===== config.mk =====
export PLATFORM = sky130hd
export DESIGN_NAME = popcount_seq_flat
export DESIGN_NICKNAME = d
export VERILOG_FILES = /design/src/rtl/popcount_pkg.sv /design/src/rtl/popcount_seq_if.sv /design/src/rtl/popcount_seq_comp53.sv /design/src/rtl/popcount_seq.sv /design/src/flat_wrapper.sv
export SDC_FILE = /design/constraint.sdc
export NUM_CORES = 1
export LEC_CHECK = 0
export ABC_AREA = 1
export BUFFER_PORTS_ARGS = -buffer_cell sky130_fd_sc_hd__buf_2
export CAP_MARGIN = 0
export CORE_ASPECT_RATIO = 0.8
export CORE_UTILIZATION = 50
export CTS_BUF_LIST = sky130_fd_sc_hd__clkbuf_4 sky130_fd_sc_hd__clkbuf_8
export CTS_CLUSTER_DIAMETER = 40
export DETAILED_ROUTE_END_ITERATION = 6
export PLACE_DENSITY = 0.81
export SYNTH_ARGS = -nofsm -noshare
export SYNTH_HDL_FRONTEND = slang
export SYNTH_SLANG_ARGS = --single-unit
export TNS_END_PERCENT = 1

===== constraint.sdc =====
create_clock -name clk -period 4.4 [get_ports clk]
set_input_delay 0.66 -clock clk [delete_from_list [all_inputs] [get_ports clk]]
set_output_delay 0.66 -clock clk [all_outputs]
set_load 0.02 [all_outputs]

===== src/rtl/popcount_pkg.sv =====
// Shared types and sizing helpers for the iterative population-count engine.
package popcount_pkg;

  typedef enum logic [1:0] {IDLE, RUN, DONE} popcount_state_t;

  // Number of 5-bit chunks needed to cover an operand of the given width.
  function automatic int chunks(input int width);
    return (width + 4) / 5;
  endfunction

  // Width of a count that can represent 0..width inclusive.
  function automatic int count_width(input int width);
    return $clog2(width + 1);
  endfunction

endpackage


===== src/rtl/popcount_seq_if.sv =====
// Operand/result handshake bundle for popcount_seq.
// The slave modport is the engine side, and the master modport is the producer/consumer side.
interface popcount_seq_if
  import popcount_pkg::*;
#(
  parameter int WIDTH = 32
) ();

  localparam int CW = count_width(WIDTH);

  logic              in_valid;
  logic              in_ready;
  logic [WIDTH-1:0]  in_data;
  logic              out_valid;
  logic              out_ready;
  logic [CW-1:0]     out_count;

  modport slave (
    input  in_valid,
    input  in_data,
    input  out_ready,
    output in_ready,
    output out_valid,
    output out_count
  );

  modport master (
    output in_valid,
    output in_data,
    output out_ready,
    input  in_ready,
    input  out_valid,
    input  out_count
  );

endinterface


===== src/rtl/popcount_seq_comp53.sv =====
// 5:3 compressor that counts the set bits of a 5-bit slice (result 0..5).
module Comp53 (
  input  logic [4:0] bits,
  output logic [2:0] count
);

  // Add up the five single-bit terms, each widened to three bits.
  always_comb begin
    count = {2'b00, bits[0]} + {2'b00, bits[1]} + {2'b00, bits[2]}
          + {2'b00, bits[3]} + {2'b00, bits[4]};
  end

endmodule


===== src/rtl/popcount_seq.sv =====
// Iterative population counter that feeds one 5:3 compressor five operand bits per cycle.
// Optional build macro POPCOUNT_EARLY_EXIT_EN finishes as soon as the remaining shift register is zero.
module popcount_seq
  import popcount_pkg::*;
#(
  parameter int WIDTH = 32
) (
  input logic          clk,
  input logic          rst,
  popcount_seq_if.slave bus
);

  localparam int NCHUNK = chunks(WIDTH);
  localparam int CW     = count_width(WIDTH);
  localparam int SRW    = 5 * NCHUNK;
  localparam int CNTW   = (NCHUNK > 1) ? $clog2(NCHUNK) : 1;

  popcount_state_t state;
  popcount_state_t state_next;

  logic [SRW-1:0]  sr;
  logic [SRW-1:0]  sr_shift;
  logic [CW-1:0]   acc;
  logic [CW-1:0]   acc_sum;
  logic [CW-1:0]   count_q;
  logic [CNTW-1:0] chunk;
  logic [2:0]      comp_out;
  logic            accept;
  logic            final_add;

  Comp53 u_comp (
    .bits  (sr[4:0]),
    .count (comp_out)
  );

  // Datapath helpers: the running sum including this cycle's chunk, and the shift register after the shift.
  always_comb begin
    sr_shift = sr >> 5;
    acc_sum  = acc + CW'(comp_out);
    accept   = bus.in_valid && bus.in_ready;
  end

  // Decide whether this RUN cycle is the final add.
  always_comb begin
    final_add = (chunk == CNTW'(NCHUNK - 1));
`ifdef POPCOUNT_EARLY_EXIT_EN
    if (sr_shift == '0) begin
      final_add = 1'b1;
    end
`endif
  end

  // State register.
  always_ff @(posedge clk or posedge rst) begin
    if (rst) begin
      state <= IDLE;
    end else begin
      state <= state_next;
    end
  end

  // Next-state logic.
  always_comb begin
    state_next = state;
    unique case (state)
      IDLE: if (accept) state_next = RUN;
      RUN:  if (final_add) state_next = DONE;
      DONE: if (bus.out_ready) state_next = IDLE;
      default: state_next = IDLE;
    endcase
  end

  // Handshake outputs decoded from the state. in_ready is forced low while reset is held.
  always_comb begin
    bus.in_ready  = (state == IDLE) && !rst;
    bus.out_valid = (state == DONE);
    bus.out_count = count_q;
  end

  // Shift register, accumulator, chunk counter and result register.
  always_ff @(posedge clk or posedge rst) begin
    if (rst) begin
      sr      <= '0;
      acc     <= '0;
      chunk   <= '0;
      count_q <= '0;
    end else begin
      unique case (state)
        IDLE: begin
          if (accept) begin
            sr    <= SRW'(bus.in_data);
            acc   <= '0;
            chunk <= '0;
          end
        end
        RUN: begin
          sr    <= sr_shift;
          acc   <= acc_sum;
          chunk <= chunk + 1'b1;
          if (final_add) begin
            count_q <= acc_sum;
          end
        end
        default: begin
        end
      endcase
    end
  end

endmodule

===== src/flat_wrapper.sv =====
// flat-port wrapper written by rule: the top's interface ports become plain ports
module popcount_seq_flat import popcount_pkg::*;
#(
  parameter int WIDTH = 32
)
  (clk, rst, bus_in_valid, bus_in_data, bus_out_ready, bus_in_ready, bus_out_valid, bus_out_count);
  popcount_seq_if #(.WIDTH(WIDTH)) bus_i ();
  input logic clk;
  input logic rst;
  input wire logic [$bits(bus_i.in_valid)-1:0] bus_in_valid;
  input wire logic [$bits(bus_i.in_data)-1:0] bus_in_data;
  input wire logic [$bits(bus_i.out_ready)-1:0] bus_out_ready;
  output wire logic [$bits(bus_i.in_ready)-1:0] bus_in_ready;
  output wire logic [$bits(bus_i.out_valid)-1:0] bus_out_valid;
  output wire logic [$bits(bus_i.out_count)-1:0] bus_out_count;
  assign bus_i.in_valid = bus_in_valid;
  assign bus_i.in_data = bus_in_data;
  assign bus_i.out_ready = bus_out_ready;
  assign bus_in_ready = bus_i.in_ready;
  assign bus_out_valid = bus_i.out_valid;
  assign bus_out_count = bus_i.out_count;
  popcount_seq #(.WIDTH(WIDTH)) u_core (.clk(clk), .rst(rst), .bus(bus_i));
endmodule

Word-level counts from Yosys, hierarchy flattened
Cells that the tools add are included.
{"block": "op_classes", "eq_ne": 6, "mux": 10, "reduce_logical": 8, "n_addsub": 6}
{"operator": "one-hot mux 35 bit (2 select lines)", "count": 1}
{"operator": "two-way mux 35 bit", "count": 1}
{"operator": "one-hot mux 6 bit (2 select lines)", "count": 1}
{"operator": "adder 3 x 1 -> 3 bit", "count": 3}
{"operator": "adder 6 x 3 -> 6 bit", "count": 1}
{"operator": "two-way mux 2 bit", "count": 3}
{"operator": "two-way mux 6 bit", "count": 1}
{"operator": "one-hot mux 2 bit (3 select lines)", "count": 1}
{"operator": "one-hot mux 3 bit (2 select lines)", "count": 1}
{"operator": "!= test 2 x 1 -> 1 bit, second input constant", "count": 2}
{"operator": "AND reduction 2 bit", "count": 2}
{"operator": "adder 3 x 1 -> 3 bit, second input constant", "count": 1}
{"operator": "equality test 3 bit, second input constant", "count": 1}
{"operator": "two-way mux 3 bit", "count": 1}
{"operator": "AND reduction 3 bit", "count": 1}
{"operator": "adder 1 x 1 -> 2 bit", "count": 1}
{"operator": "equality test 2 x 1 -> 1 bit, second input constant", "count": 1}
{"operator": "equality test 2 bit, second input constant", "count": 1}
{"operator": "logical AND 1 bit", "count": 2}
{"operator": "logical NOT 2 bit", "count": 1}
{"operator": "!= test 2 bit, second input constant", "count": 1}
{"operator": "nonzero test 2 bit", "count": 1}
{"operator": "logical NOT 1 bit", "count": 1}
{"block": "word_totals", "output_inout_bits": 8, "regBits": 52, "wordCells": 35}

Longest topological paths before layout
{"block": "logic_depth", "ltp_word": 6, "depth_mapped": 13, "mapped_depth_nobuf": 13}

Modules after synthesis
A second synthesis with hierarchy kept.
{"block": "unflattened", "cells_unflattened": 248, "area_unflattened_um2": 2265.9}
{"module": "popcount_seq", "n_inst": 1, "cells_each": 239, "area_per_inst_um2": 2182.1, "seq_area_each_um2": 1226.2}
{"module": "Comp53", "n_inst": 1, "cells_each": 9, "area_per_inst_um2": 83.8, "seq_area_each_um2": 0.0}

Least setup slack after synthesis
No wires, ideal clock.
{"block": "synth_timing", "path_kind": "register -> register", "start": "register u_core.sr[0]", "end": "register u_core.acc[4]", "stages_incl_launch_ff": 14, "period_less_slack_ns": 2.722, "required_time_ns": 4.274, "setup_time_ns": 0.126, "arrival_ns": 2.597, "path_slack_ns": 1.678, "path_buffers": 0, "path_cell_list": "dfrtp_1 > ha_1 > inv_1 > fa_1 > inv_1 > ha_1 > fa_1 > fa_1 > nand2_1 > nand2_1 > nand2_1 > nand2_1 > nand3_1 > o21ai_0"}
{"block": "synth_via", "elab_chain_cells": 6}
{"item": "start: declaration", "line": "popcount_seq.sv:21", "source": "logic [SRW-1:0] sr;"}
{"item": "start signal: assignment", "line": "popcount_seq.sv:91", "source": "sr <= SRW'(bus.in_data);"}
{"item": "start signal: assignment", "line": "popcount_seq.sv:97", "source": "sr <= sr_shift;"}
{"item": "adder 1 x 1 -> 2 bit", "line": "popcount_seq_comp53.sv:9", "source": "count = {2'b00, bits[0]} + {2'b00, bits[1]} + {2'b00, bits[2]}"}
{"item": "adder 3 x 1 -> 3 bit", "line": "popcount_seq_comp53.sv:9"}
{"item": "adder 3 x 1 -> 3 bit (2 in series)", "line": "popcount_seq_comp53.sv:10", "source": "+ {2'b00, bits[3]} + {2'b00, bits[4]};"}
{"item": "adder 6 x 3 -> 6 bit", "line": "popcount_seq.sv:39", "source": "acc_sum = acc + CW'(comp_out);"}
{"item": "one-hot mux 6 bit (2 select lines)", "line": "popcount_seq.sv:88", "source": "unique case (state)"}
{"item": "end signal: assignment", "line": "popcount_seq.sv:98", "source": "acc <= acc_sum;"}
{"item": "end: declaration", "line": "popcount_seq.sv:23", "source": "logic [CW-1:0] acc;"}
No other way between the ends.
A chain may end at the register's enable or synchronous reset.

Worst setup path after layout
Ends and elaborated chain as after synthesis.

==> impl_metrics.py <==
metrics = {
    "die": {
        "coreArea_um2": 4679,
        "boundaryPins": 44,
        "die_area_um2": 5227,
        "start_util_pct": 52.78,
        "fp.dieW_um": 80.58,
        "die_y_um": 64.87,
        "rows": 22,
    },
    "timing": {
        "final.setup.worst_slack_ns": 1.522,
        "setup_tns_ns": 0,
        "period_minus_slack_ns": 2.878,
        "finClkSkew_ns": 0.009925,
        "rsz0062_at_grt": "false",
        "setup_viol": 0,
        "relSlewSlack_pct": 56.90,
        "hold_viol_final": 0,
        "worst_pin_slew_ns": 0.6442,
        "max_freq_mhz": 347.5,
        "hold_slack_ns": 0.4853,
        "slew_violations": 0,
        "final.period_utilization_pct": 65.41,
    },
    "routing": {
        "drt.antenna.violating_nets": 0,
        "vias_per_cell": 4.864,
        "via_count": 1965,
        "drc": 0,
        "drt-initial-drc-count": 112,
        "routed_wl_mm": 4.517,
        "firstDrtPassIters": 4,
        "wire_per_inst_um": 11.18,
    },
    "finish": {
        "drive_gt1_share_pct": 18.60,
        "final_core_util_pct": 59.49,
        "layout_common_cells": "nand2_1, dfrtp_1, o21ai_1",
        "fillers": 445,
        "fin_nets": 389,
        "final_common_cell": "nand2_1",
        "regArea_um2": 1226,
        "syn2layout_area_growth_pct": 12.72,
        "multi_input_area_um2": 989.7,
        "diodes": 0,
    },
    "min_path": {
        "whs_path_depth": 2,
        "hp-class": "flop to flop",
    },
    "clock_tree": {
        "clock_latency_ns": 0.30,
        "cts_resized": 0,
        "clk_pin_slew_ns": 0.09,
        "cts_hold_repair.buffers": 0,
        "clockRootBuffer": "clkbuf_8",
        "numClockSinks": 49,
        "cts_setup_buffers": 0,
        "htreeDepth": 2,
        "tritoncts": "done",
        "cts_made_buffers": 5,
        "clock_path_buffers": 2,
    },
    "global_route": {
        "busiest_layer": "met2",
        "grt_overflow": 0,
        "grt_pass1_vias": 1906,
        "grt_pass1_wl_mm": 8.052,
        "grt_max_degree": 60,
        "antenna_found_initial": 0,
        "grtUsageMet3_pct": 4.085,
        "grt_use_met1_pct": 27.00,
        "met2_usage_pct": 32.84,
        "grt.total_usage_pct": 20.26,
    },
    "pwr": {
        "power.density_nw_per_um2": 747.4,
        "p_int_mw": 1.136,
        "sw_frac_of_total_pct": 45.41,
        "ir_worst_vdd_mv": 0.5764,
        "p_sw_uw": 944.9,
        "p_leak_nw": 1.459,
        "power.share.sequential_pct": 34.9,
        "comb_power_share_pct": 52.3,
        "clkPwrFrac_pct": 12.7,
    },
    "run_status": {
        "status": "completed",
    },
    "job": {
        "max_cap_viol_count": 0,
    },
    "synth": {
        "yosysWarnings": 0,
        "synth_area_um2": 2470,
        "yosysSeqAreaShare_pct": 49.65,
        "yosysUniqueCellTypes": 23,
        "yosys_register_bits": 49,
        "syn_area_per_cell_um2": 8.151,
        "syn_inst": 303,
        "synth_nets": 349,
    },
    "place": {
        "gp_congestion": 0.8238,
        "numPortBuffers": 43,
        "dp_hpwl_mm": 3.196,
        "dp_slack_ns": 1.526,
    },
    "setup_path": {
        "required_ns": 4.56,
        "cp-end-kind": "flop",
        "ff2ff_path_depth": 13,
        "crit_arrival_ns": 3.04,
        "worstPathMaxFanout": 3,
        "path_class": "flop to flop",
        "startpoint_type": "flop",
    },
}
[layout make-up]
class,instances,area share [%]
clock buffers,7,3.011
clock inverters,1,0.2697
inverters,45,6.157
multi-input cells,197,35.55
flip-flops and latches,49,44.05
well taps,60,2.697
repair buffers,45,8.270
[critical path: stages, from the launching register on]
cell and delay, ns:
dfrtp_1 0.39, ha_1 0.28, inv_1 0.04, fa_1 0.48, inv_1 0.04, ha_1 0.18
fa_1 0.48, fa_1 0.45, nand2_1 0.09, nand2_1 0.07, nand2_1 0.06, nand2_1 0.06
nand3_1 0.07, o21ai_0 0.08
[cell usage after synthesis (all sizes together)]
| cell type | number | area share (%) |
|---|---|---|
| nand2 | 99 | 15 |
| o21ai | 65 | 13 |
| dfrtp | 49 | 50 |
| inv | 45 | 6.9 |
| nand3 | 14 | 3.0 |
| buf | 10 | 3.0 |
| ha | 7 | 3.5 |
| nor2 | 4 | 0.91 |
| fa | 3 | 2.4 |
| a21oi | 2 | 0.41 |
| clkbuf | 2 | 0.30 |
| nand4 | 1 | 0.25 |
| nor3 | 1 | 0.41 |
| o31ai | 1 | 0.30 |
[cell families (layout without fill, tap and decap cells)]
logic type                 after synthesis  in the layout  share of synthesized area [%]
AOI/OAI and AO/OA                       68             68                          14.03
adders and majority gates               10             10                          5.978
buffers and inverters                   57             98                          10.28
DFF                                     49             49                          49.65
and+or+nand+nor                        119            119                          20.06
[path summary, 6_finish.rpt]
path	startpoint	endpoint	slack (ns)
worst max-delay path	u_core.sr[0]	u_core.acc[4]	1.52
worst min-delay path	u_core.bus.out_count[5]	u_core.bus.out_count[5]	0.49
worst max register to register	u_core.sr[0]	u_core.acc[4]	1.52
worst min register to register	u_core.bus.out_count[5]	u_core.bus.out_count[5]	0.49
max in group asynchronous	rst	u_core.sr[0]	3.44
min in group asynchronous	rst	u_core.bus.out_count[4]	0.55
[state kept, by name (all words and copies together), names as in the netlist]
signal and cells:
u_core.state 2, u_core.bus.out_count 6, u_core.sr 32, u_core.acc 6
u_core.chunk 3
[per-layer routing]
metal	up-vias	wire length (um)	part of all wire [%]
li1	1038	-	-
met1	887	2322	51
met2	33	1965	44
met3	7	167	3.7
met4	0	62	1.4
met5	-	0	0
[power by group through the flow]
| stage | Combinational (mW) | Clock [mW] | Sequential [mW] |
|---|---|---|---|
| finish | 1.09 | 0.265 | 0.727 |
| floorplan | 0.893 | 0 | 0.744 |
| detailed placement | 1.10 | 0 | 0.737 |
| CTS | 1.10 | 0.274 | 0.728 |
| global route | 1.28 | 0.293 | 0.747 |
| global placement | 1.06 | 0 | 0.727 |
[stage by stage]
| stage | power, mW | instances | cell area [um2] |
|---|---|---|---|
| floorplan | 1.637 | 303 | 2470 |
| CTS | 2.105 | 404 | 2784 |
| global placement | 1.787 | 396 | 2693 |
| detailed placement | 1.836 | 396 | 2693 |
| global route | 2.317 | 404 | 2784 |
| finish | 2.081 | 404 | 2784 |
Power figures use the tool's default switching activity.
